--- config.mk ---
export PLATFORM = sky130hd
export DESIGN_NAME = des_round_sequencer
export DESIGN_NICKNAME = d
export VERILOG_FILES = /design/src/rtl/des_ctrl_pkg.sv /design/src/rtl/des_shift_schedule.sv /design/src/rtl/des_round_sequencer.sv
export SDC_FILE = /design/constraint.sdc
export NUM_CORES = 1
export LEC_CHECK = 0
export CAP_MARGIN = 20
export CORE_MARGIN = 2
export CORE_UTILIZATION = 51
export DETAILED_ROUTE_END_ITERATION = 8
export HOLD_SLACK_MARGIN = 0.12
export PLACE_DENSITY = 0.87
export SYNTH_ARGS = -nofsm -noshare
export SYNTH_HDL_FRONTEND = slang
export SYNTH_SLANG_ARGS = --single-unit
--- constraint.sdc ---
create_clock -name clk -period 4.1 [get_ports clk]
set_clock_uncertainty 0.2 [all_clocks]
set_input_delay 1.025 -clock clk [delete_from_list [all_inputs] [get_ports clk]]
set_output_delay 1.025 -clock clk [all_outputs]
set_load 0.1 [all_outputs]
--- src/rtl/des_ctrl_pkg.sv ---
// Shared types and constants for the iterative DES round control.
// The state enum, the round count and the one-position rotation schedule live here.
package des_ctrl_pkg;

  typedef enum logic [1:0] {
    ST_IDLE,
    ST_LOAD,
    ST_ROUND,
    ST_OUT
  } state_t;

  localparam int DES_ROUNDS  = 16;
  localparam int ROUND_IDX_W = 4;

  // Bit (r-1) is set for the rounds that rotate by one position: 1, 2, 9 and 16.
  localparam logic [DES_ROUNDS-1:0] ONE_SHIFT_MASK = 16'h8103;

endpackage

--- src/rtl/des_shift_schedule.sv ---
// Key schedule lookup: maps the current round and mode to the rotate enable and amount.
// Decrypt round 1 uses the unrotated PC-1 output, so it suppresses the rotate.
import des_ctrl_pkg::*;

module des_shift_schedule (
  input  logic [ROUND_IDX_W-1:0] round_idx,
  input  logic                   mode,
  output logic                   key_shift_en_raw,
  output logic                   shift_two
);

  always_comb begin
    key_shift_en_raw = 1'b1;
    shift_two        = ~ONE_SHIFT_MASK[round_idx];
    if (mode && (round_idx == '0)) begin
      key_shift_en_raw = 1'b0;
    end
  end

endmodule

--- src/rtl/des_round_sequencer.sv ---
// Control FSM for the single-round DES engine: owns the round and cycle counters
// and decodes load, rotate, round-update and output-latch strobes for both directions.
import des_ctrl_pkg::*;

module des_round_sequencer #(
  parameter int ROUND_CYCLES = 2
) (
  input  logic                   clk,
  input  logic                   rst,
  input  logic                   start,
  input  logic                   decrypt,
  output logic                   load_data,
  output logic                   load_key,
  output logic                   key_shift_en,
  output logic                   shift_two,
  output logic                   shift_right,
  output logic                   round_en,
  output logic [ROUND_IDX_W-1:0] round_idx,
  output logic                   out_load,
  output logic                   busy,
  output logic                   done
);

  localparam logic [3:0]             LAST_CYC = 4'(ROUND_CYCLES - 1);
  localparam logic [ROUND_IDX_W-1:0] LAST_IDX = ROUND_IDX_W'(DES_ROUNDS - 1);

  state_t                 state_q;
  logic [3:0]             cyc_q;
  logic [ROUND_IDX_W-1:0] idx_q;
  logic                   mode_q;
  logic                   done_q;

  logic in_round;
  logic first_cyc;
  logic last_cyc;
  logic ks_raw;
  logic two_raw;

  always_ff @(posedge clk) begin
    if (rst) begin
      state_q <= ST_IDLE;
      cyc_q   <= '0;
      idx_q   <= '0;
      mode_q  <= 1'b0;
      done_q  <= 1'b0;
    end else begin
      done_q <= 1'b0;
      case (state_q)
        ST_IDLE: begin
          if (start) begin
            mode_q  <= decrypt;
            state_q <= ST_LOAD;
          end
        end
        ST_LOAD: begin
          idx_q   <= '0;
          cyc_q   <= '0;
          state_q <= ST_ROUND;
        end
        ST_ROUND: begin
          if (cyc_q == LAST_CYC) begin
            cyc_q <= '0;
            if (idx_q == LAST_IDX) begin
              state_q <= ST_OUT;
            end else begin
              idx_q <= idx_q + 1'b1;
            end
          end else begin
            cyc_q <= cyc_q + 1'b1;
          end
        end
        ST_OUT: begin
          done_q  <= 1'b1;
          state_q <= ST_IDLE;
        end
        default: state_q <= ST_IDLE;
      endcase
    end
  end

  des_shift_schedule u_sched (
    .round_idx        (idx_q),
    .mode             (mode_q),
    .key_shift_en_raw (ks_raw),
    .shift_two        (two_raw)
  );

  // All strobes are decoded from registered state only; inputs never reach outputs.
  assign in_round     = (state_q == ST_ROUND);
  assign first_cyc    = in_round && (cyc_q == '0);
  assign last_cyc     = in_round && (cyc_q == LAST_CYC);

  assign load_data    = (state_q == ST_LOAD);
  assign load_key     = (state_q == ST_LOAD);
  assign key_shift_en = first_cyc && ks_raw;
  assign shift_two    = key_shift_en && two_raw;
  assign round_en     = last_cyc;
  assign round_idx    = in_round ? idx_q : '0;
  assign out_load     = (state_q == ST_OUT);
  assign busy         = (state_q != ST_IDLE);
  assign shift_right  = busy && mode_q;
  assign done         = done_q;

endmodule

# After elaboration in Yosys (flattened, before gate mapping)
# Memories as Yosys holds them, arrays and structs flattened. A register that Yosys moved wholly into a read port is not among the register bits.
# Cells that the tools add are included.
word_totals:
  mem_count: 1
  rom_bits: 16
  regBits: 12
  output_inout_bits: 13
memory_table:
  columns: ["memory", "depth", "word_bits", "rd", "rd_clocked_by_memory_dff", "wr", "line", "text"]
  rows:
  - ["(name not given)", 16, 1, 1, 1, 0, "des_shift_schedule.sv:14", "shift_two = ~ONE_SHIFT_MASK[round_idx];"]
classes:
  n_reduce_logical: 14
  muxes: 15
  n_lt_le_gt_ge: 1
  n_eq_ne: 9
  addsub: 2
  n_bitwise: 1
op_table:
  columns: ["cell", "count"]
  rows:
  - ["$mux W4", 6]
  - ["$pmux W4 S2", 2]
  - ["$add A4 B1 Y4 const B", 2]
  - ["$logic_not A4 Y1", 2]
  - ["$pmux W2 S4", 1]
  - ["$logic_and A1 B1 Y1", 6]
  - ["$mux W2", 3]
  - ["$reduce_and A3 Y1", 2]
  - ["$lt A4 B5 Y1 const B", 1]
  - ["$eq A2 B2 Y1 const B", 2]
  - ["$eq A4 B1 Y1 const B", 1]
  - ["$eq A4 B4 Y1 const B", 1]
  - ["$ne A2 B1 Y1 const B", 2]
  - ["$ne A2 B2 Y1 const B", 2]
  - ["$reduce_bool A2 Y1", 2]
  - ["$mux W1", 3]
  - ["$eq A2 B1 Y1 const B", 1]
  - ["$logic_not A2 Y1", 1]
  - ["$reduce_and A2 Y1", 1]
  - ["$not A1 Y1", 1]

# Longest topological paths before layout
# Gate-level depths: netlist (run 1).
logic_depth:
  depth_word: 6
  depth_mapped: 7

# Modules after synthesis
# Synthesis (run 1) repeated with hierarchy kept, for this count alone.
unflattened:
  cells_unflattened: 90
  hier_area_um2: 740.7
modules_own_cells:
  columns: ["mod", "n_inst", "cells_per_inst", "area_per_inst_um2"]
  rows:
  - ["des_round_sequencer", 1, 85, 711.9]
  - ["des_shift_schedule", 1, 5, 28.8]

# Least setup slack after synthesis (run 1)
# No wires, ideal clock.
synth_path:
  path_type: "register -> output"
  from: "reg state_q[0]"
  to: "out shift_two"
  arrival_time_ns: 3.840
  slack_ns: -0.965
  path_stages_with_launch: 7
  required_ns: 2.875
  cell_sequence: "dfxtp_1 inv_1 ha_1 inv_1 nor2_1 nand2_1 nor4_1"
synth_via:
  elab_chain_cells: 4
synth_rtl:
  columns: ["element", "line", "text"]
  rows:
  - ["start: declaration", "des_round_sequencer.sv:27", "state_t state_q;"]
  - ["start signal: assignment", "des_round_sequencer.sv:41", "state_q <= ST_IDLE;"]
  - ["start signal: assignment", "des_round_sequencer.sv:52", "state_q <= ST_LOAD;"]
  - ["start signal: assignment", "des_round_sequencer.sv:58", "state_q <= ST_ROUND;"]
  - ["$eq A2 B2 Y1", "des_round_sequencer.sv:89", "assign in_round = (state_q == ST_ROUND);"]
  - ["$logic_and A1 B1 Y1", "des_round_sequencer.sv:90", "assign first_cyc = in_round && (cyc_q == '0);"]
  - ["$logic_and A1 B1 Y1", "des_round_sequencer.sv:95", "assign key_shift_en = first_cyc && ks_raw;"]
  - ["$logic_and A1 B1 Y1", "des_round_sequencer.sv:96", "assign shift_two = key_shift_en && two_raw;"]
  - ["end: declaration", "des_round_sequencer.sv:15", "output logic shift_two,"]
# No other way between the ends.

# Worst setup path after layout (run 1)
# Same ends and word-level chain as after synthesis.

==> results of run 1 <==
-- through the flow --
stage	cell area (um^2)	util, %
2_1_floorplan	835	-
3_3_place_gp	962	63.9
3_5_place_dp	962	63.9
4_1_cts	988	65.6
5_1_grt	988	65.6
6_report	988	65.6
-- state kept, by name (all words and copies together), names as in the netlist, named ones only --
register / flops
done: 1
idx_q: 4
mode_q: 1
state_q: 2
cyc_q: 4
-- worst max-delay path by stage --
stage	end	slack [ns]	depth (start not counted)
final	shift_two	0.88	7
after floorplan	shift_two	0.17	6
after global routing	shift_two	0.63	7
after CTS	shift_two	0.88	7
after global placement	shift_two	1.27	7
after detailed placement	shift_two	1.19	7
-- cells by family (layout without fill, tap and decap cells) --
family                     Yosys count  count (layout)  synth area share (%)
and+or+nand+nor                     50              50                  33.1
AOI/OAI and AO/OA                   18              18                  15.0
DFF                                 13              13                  31.6
buffers and inverters               11              27                  5.93
adders and majority gates            7               7                  10.6
muxes                                3               3                  3.65
-- area by class of cell --
type | instances | area [um^2] | area share [%]
tap | 16 | 20.0 | 2.03
multi-input combinational | 78 | 526 | 53.2
clock buffer | 4 | 26.3 | 2.66
sequential | 13 | 260 | 26.3
timing repair buffer | 16 | 130 | 13.2
inverter | 7 | 26.3 | 2.66
-- cell usage in the layout (no fill, tap or decap), types with 2 or more instances in the layout --
cell type / n
and3_1: 2
dfxtp_1: 13
o21ai_0: 2
a211oi_1: 2
mux2i_1: 3
buf_4: 12
nand2b_1: 4
nand2_1: 12
nor2b_1: 2
ha_1: 7
clkdlybuf4s50_1: 4
a21oi_1: 7
nor3_1: 2
and2_1: 2
inv_1: 7
a211o_1: 2
clkbuf_4: 3
nand3_1: 4
nor2_1: 11
nand3b_1: 2
-- layer usage --
metal | track usage (%) | part of all wire (%) | routed length, um
met5 | 0 | 0 | 0
met4 | 7.27 | 0.81 | 13
met3 | 3.67 | 3.5 | 56
met2 | 34.1 | 50 | 799
met1 | 21.9 | 46 | 745
-- power breakdown --
| part | switching (mW) | leakage, nW | total [mW] | internal [mW] |
|---|---|---|---|---|
| logic | 0.343 | 0.287 | 0.470 | 0.128 |
| registers | 0.0208 | 0.105 | 0.164 | 0.144 |
| clock network | 0.0422 | 0.0150 | 0.0799 | 0.0377 |
| total | 0.406 | 0.407 | 0.715 | 0.309 |
-- worst max-delay path, cell delays in order (launching register included) --
cell and delay (ns):
dfxtp_1 0.34, inv_1 0.11, ha_1 0.28, inv_1 0.14, nor2_1 0.18, nand2_1 0.12, nor4_2 0.22, buf_4 0.33
==> results.yml, run 1 <==
floorplan:
  fp.dieH_um: 44.2
  dieArea_um2: 1950
  initial_core_util_pct: 54.7
  pin_count: 17
  fp-row-count: 14
  fp.dieW_um: 44.2
  core_area_um2: 1510
detailed_routing:
  wire_per_inst_um: 12.0
  vias: 748
  drc: 0
  vias_per_cell: 5.58
  routed_wl_um: 1610
  drt-initial-drc-count: 15
  ant_nets: 0
  first_pass_iters: 4
timing:
  period_needed_ns: 3.22
  fin_ws_ns: 0.879
  fin_setup_tns_ns: 0
  setup_viol: 0
  tightest_slew_ns: 0.957
  rsz0062_at_grt: "no"
  slew_headroom_pct: 36.0
  fmax_ghz: 0.310
  whs_ns: 0.308
  final-hold-violation-count: 0
  drv_slew: 0
  finalCritPeriodShare_pct: 78.6
yosys:
  synth_nets: 113
  synth_top_area_share_pct: 31.6
  synthTopCellsByArea: "dfxtp_1 (32%), ha_1 (11%), nand2_1 (5.5%)"
  ys.flop_type: "dfxtp_1"
  ys_seq_area_share_pct: 31.6
  ys_top_cells_by_count: "dfxtp_1 (13), nand2_1 (12), nor2_1 (11)"
  synthesis.area_um2: 823
  synth_seq_cells: 13
  synth_top_cell_by_area: "dfxtp_1"
  synth_edf_count: 0
  synth_cell_types: 32
  synth_async_sr_flop_share_pct: 0
  syn_inst: 102
  synth_warnings: 0
  synth_area_per_cell_um2: 8.07
  synth_most_common_cell: "dfxtp_1"
worst_setup_path:
  worstSetupEndpointType: "output pin"
  cp_max_fo: 8
  r2r_slack_ns: 1.60
  reg2regPathDepth: 5
  crit_arrival_ns: 2.00
  criticalPathCategory: "reg -> out"
  cp.required_ns: 2.87
  reg2reg_from: "cyc_q[0]$_SDFFE_PP0P_"
  cp-start-kind: "flip-flop"
  crit_start: "state_q[0]$_SDFFE_PP0P_"
power:
  power_leakage_nw: 0.407
  peakVddDrop_uv: 527
  power.total_mw: 0.715
  power.density_nw_per_um2: 723
global_route:
  antenna_found_initial: 0
  grt_max_degree: 15
  grt_overflow: 0
  grt_pass1_wl_um: 2780
  grt_usage_pct: 18.9
  grt_pass1_vias: 682
placement:
  dp_cells: 130
  dp_slack_ns: 1.19
  dp_hpwl_um: 1270
  routabilityCongestion: 0.799
  io_buffer_count: 16
hold_path:
  hold_start: "mode_q$_SDFFE_PP0P_"
  hold_depth: 2
  hold_end: "mode_q$_SDFFE_PP0P_"
  hold_class: "reg -> reg"
finish:
  area_growth_pct: 20.1
  nFillCells: 136
  layout.cells.non_filler: 134
  layout-drive-gt1-share_pct: 18.6
  fin_nets: 130
  antenna_cells: 0
clocking:
  cts_made_buffers: 3
  htree_num_levels: 1
  clockRootBuffer: "clkbuf_4"
  cts_tree: "built"
  clock-sinks: 13
  clk_pin_slew_ns: 0.08
  ctsLongestPathBuffers: 2
  cts_setup_buffers: 0
  cts_hold_buffers: 0
  worstSkewPairLatency_ns: 0.27
  ctsResizeCount: 0
outcome:
  status: "finished, final reports clean"
job:
  cap_violations: 0
Power figures use the tool's default switching activity.
==> inputs of run 2 (changes only) <==
--- a/config.mk
+++ b/config.mk
@@ -7,10 +7,10 @@
 export LEC_CHECK = 0
 export CAP_MARGIN = 20
 export CORE_MARGIN = 2
-export CORE_UTILIZATION = 51
+export CORE_UTILIZATION = 44
 export DETAILED_ROUTE_END_ITERATION = 8
 export HOLD_SLACK_MARGIN = 0.12
-export PLACE_DENSITY = 0.87
+export PLACE_DENSITY = 0.8
 export SYNTH_ARGS = -nofsm -noshare
 export SYNTH_HDL_FRONTEND = slang
 export SYNTH_SLANG_ARGS = --single-unit
==> constraint.sdc (replaced) <==
create_clock -name clk -period 2.9 [get_ports clk]
set_clock_uncertainty 0.2 [all_clocks]
set_input_delay 0.725 -clock clk [delete_from_list [all_inputs] [get_ports clk]]
set_output_delay 0.725 -clock clk [all_outputs]
set_load 0.1 [all_outputs]
==> run 2 against run 1 <==
Against the previous run: total power rose by 53%; design area increased by 16%; sequential power increased by 43%; critical path type unchanged; sequential share of layout area fell by 3.7 points; core utilization increased by 0.34 points; flip-flop and latch count stayed put.
==> results.yml, run 2 (synthesized netlist as in run 1, its figures left out) <==
outcome:
  status: "finished, final reports clean"
clocking:
  clockRootBuffer: "clkbuf_4"
  clock-sinks: 13
  htree_num_levels: 1
  cts_tree: "built"
  cts_made_buffers: 3
  cts_hold_buffers: 0
  cts_setup_buffers: 0
  clk_pin_slew_ns: 0.08
  ctsResizeCount: 1
  ctsLongestPathBuffers: 2
  worstSkewPairLatency_ns: 0.28
timing:
  fmax_ghz: 0.361
  setup_viol: 0
  period_needed_ns: 2.77
  slew_headroom_pct: 61.1
  fin_setup_tns_ns: 0
  finalCritPeriodShare_pct: 95.5
  tightest_slew_ns: 0.575
  drv_slew: 0
  final-hold-violation-count: 0
global_route:
  grt_usage_pct: 19.8
  antenna_found_initial: 0
  grt_overflow: 0
  grt_pass1_vias: 689
  grt_max_degree: 10
  grt_pass1_wl_um: 3090
detailed_routing:
  vias: 777
  vias_per_cell: 5.36
  drt-initial-drc-count: 8
  wire_per_inst_um: 13.4
  first_pass_iters: 4
  ant_nets: 0
  drc: 0
  routed_wl_um: 1950
worst_setup_path:
  r2r_slack_ns: 0.49
  cp_max_fo: 8
  path_cells: "ha_4 -> inv_1 -> nor2_2 -> nand2_1 -> nor4_4 -> buf_12"
  cp.required_ns: 1.98
  critPathSlowestCell: "dfxtp_1"
  crit_arrival_ns: 1.84
  cp_top_family: "simple AND/OR/NAND/NOR gates"
  worstSetupEndpointType: "output pin"
  cpPeakStageDelay_ns: 0.45
  cp_num_buf_inv: 2
  cp-start-kind: "flip-flop"
  criticalPathCategory: "reg -> out"
floorplan:
  initial_core_util_pct: 47.2
  core_area_um2: 1750
  fp-row-count: 15
  fp.dieW_um: 47.3
  pin_count: 17
  fp.dieH_um: 47.3
  dieArea_um2: 2230
finish:
  reg_top3: "cyc_q (4), idx_q (4), state_q (2)"
  seq_area_um2: 260
  area_growth_pct: 39.8
  fin_nets: 132
  antenna_cells: 0
  nFillCells: 143
  final_area_um2: 1150
  mostFrequentLayoutCell: "dfxtp_1"
  layout_common_cells: "dfxtp_1 (13), nand2_1 (12), nor2_1 (10), buf_12 (8)"
  multi_input_area_um2: 564
  layout-drive-gt1-share_pct: 25.0
placement:
  postPlaceCellArea_um2: 1100
  io_buffer_count: 16
  dp_hpwl_um: 1480
  routabilityCongestion: 0.831
power:
  power_leakage_nw: 0.442
  peakVddDrop_uv: 890
  power.density_nw_per_um2: 949
hold_path:
  hold_class: "reg -> reg"
job:
  cap_violations: 0
[run 2: cell type report]
| class | instances | area share (%) |
|---|---|---|
| inverter | 7 | 2.28 |
| clock buffer | 4 | 2.28 |
| sequential | 13 | 22.6 |
| tap | 25 | 2.72 |
| timing repair buffer | 18 | 21.1 |
| multi-input combinational | 78 | 49.0 |
[run 2: tightest hold or removal path, stage by stage (launching register included)]
cell,delay [ns]
dfxtp_1,0.32
o21ai_0,0.07
a21oi_1,0.06
[run 2: final timing paths]
path	from	endpoint	cells after the start
min reg2reg	mode_q$_SDFFE_PP0P_	mode_q$_SDFFE_PP0P_	2
min	mode_q$_SDFFE_PP0P_	mode_q$_SDFFE_PP0P_	2
max	state_q[1]$_SDFFE_PP0P_	shift_two	6
max reg2reg	cyc_q[1]$_SDFFE_PP0P_	flip-flop	5
[run 2: power by group]
part	switching, mW	leakage (nW)	internal (mW)
Sequential	0.0319	0.105	0.203
Combinational	0.523	0.322	0.219
Clock	0.0616	0.0150	0.0533
Total	0.616	0.442	0.476
[run 2: routing by layer]
metal	vias up	share of wire, %	GRT usage, %	routed length (um)
met5	-	0	0	0
met4	0	0.72	8.89	14
met3	2	3.3	4.23	64
met2	15	51	31.6	1000
met1	365	45	25.4	870
li1	395	-	-	-
[run 2: stage by stage]
step           util [%]  worst slack (ns)  power, mW  std cells  hold WS [ns]
2_1_floorplan         -            -0.131      0.814        102         0.257
3_5_place_dp       63.2             0.262      0.962        141         0.293
3_3_place_gp       63.2             0.376      0.943        141         0.284
6_report           65.9             0.130       1.09        145         0.297
5_1_grt            65.9          -0.00636       1.16        145         0.324
4_1_cts            64.9            0.0161       1.08        145         0.304
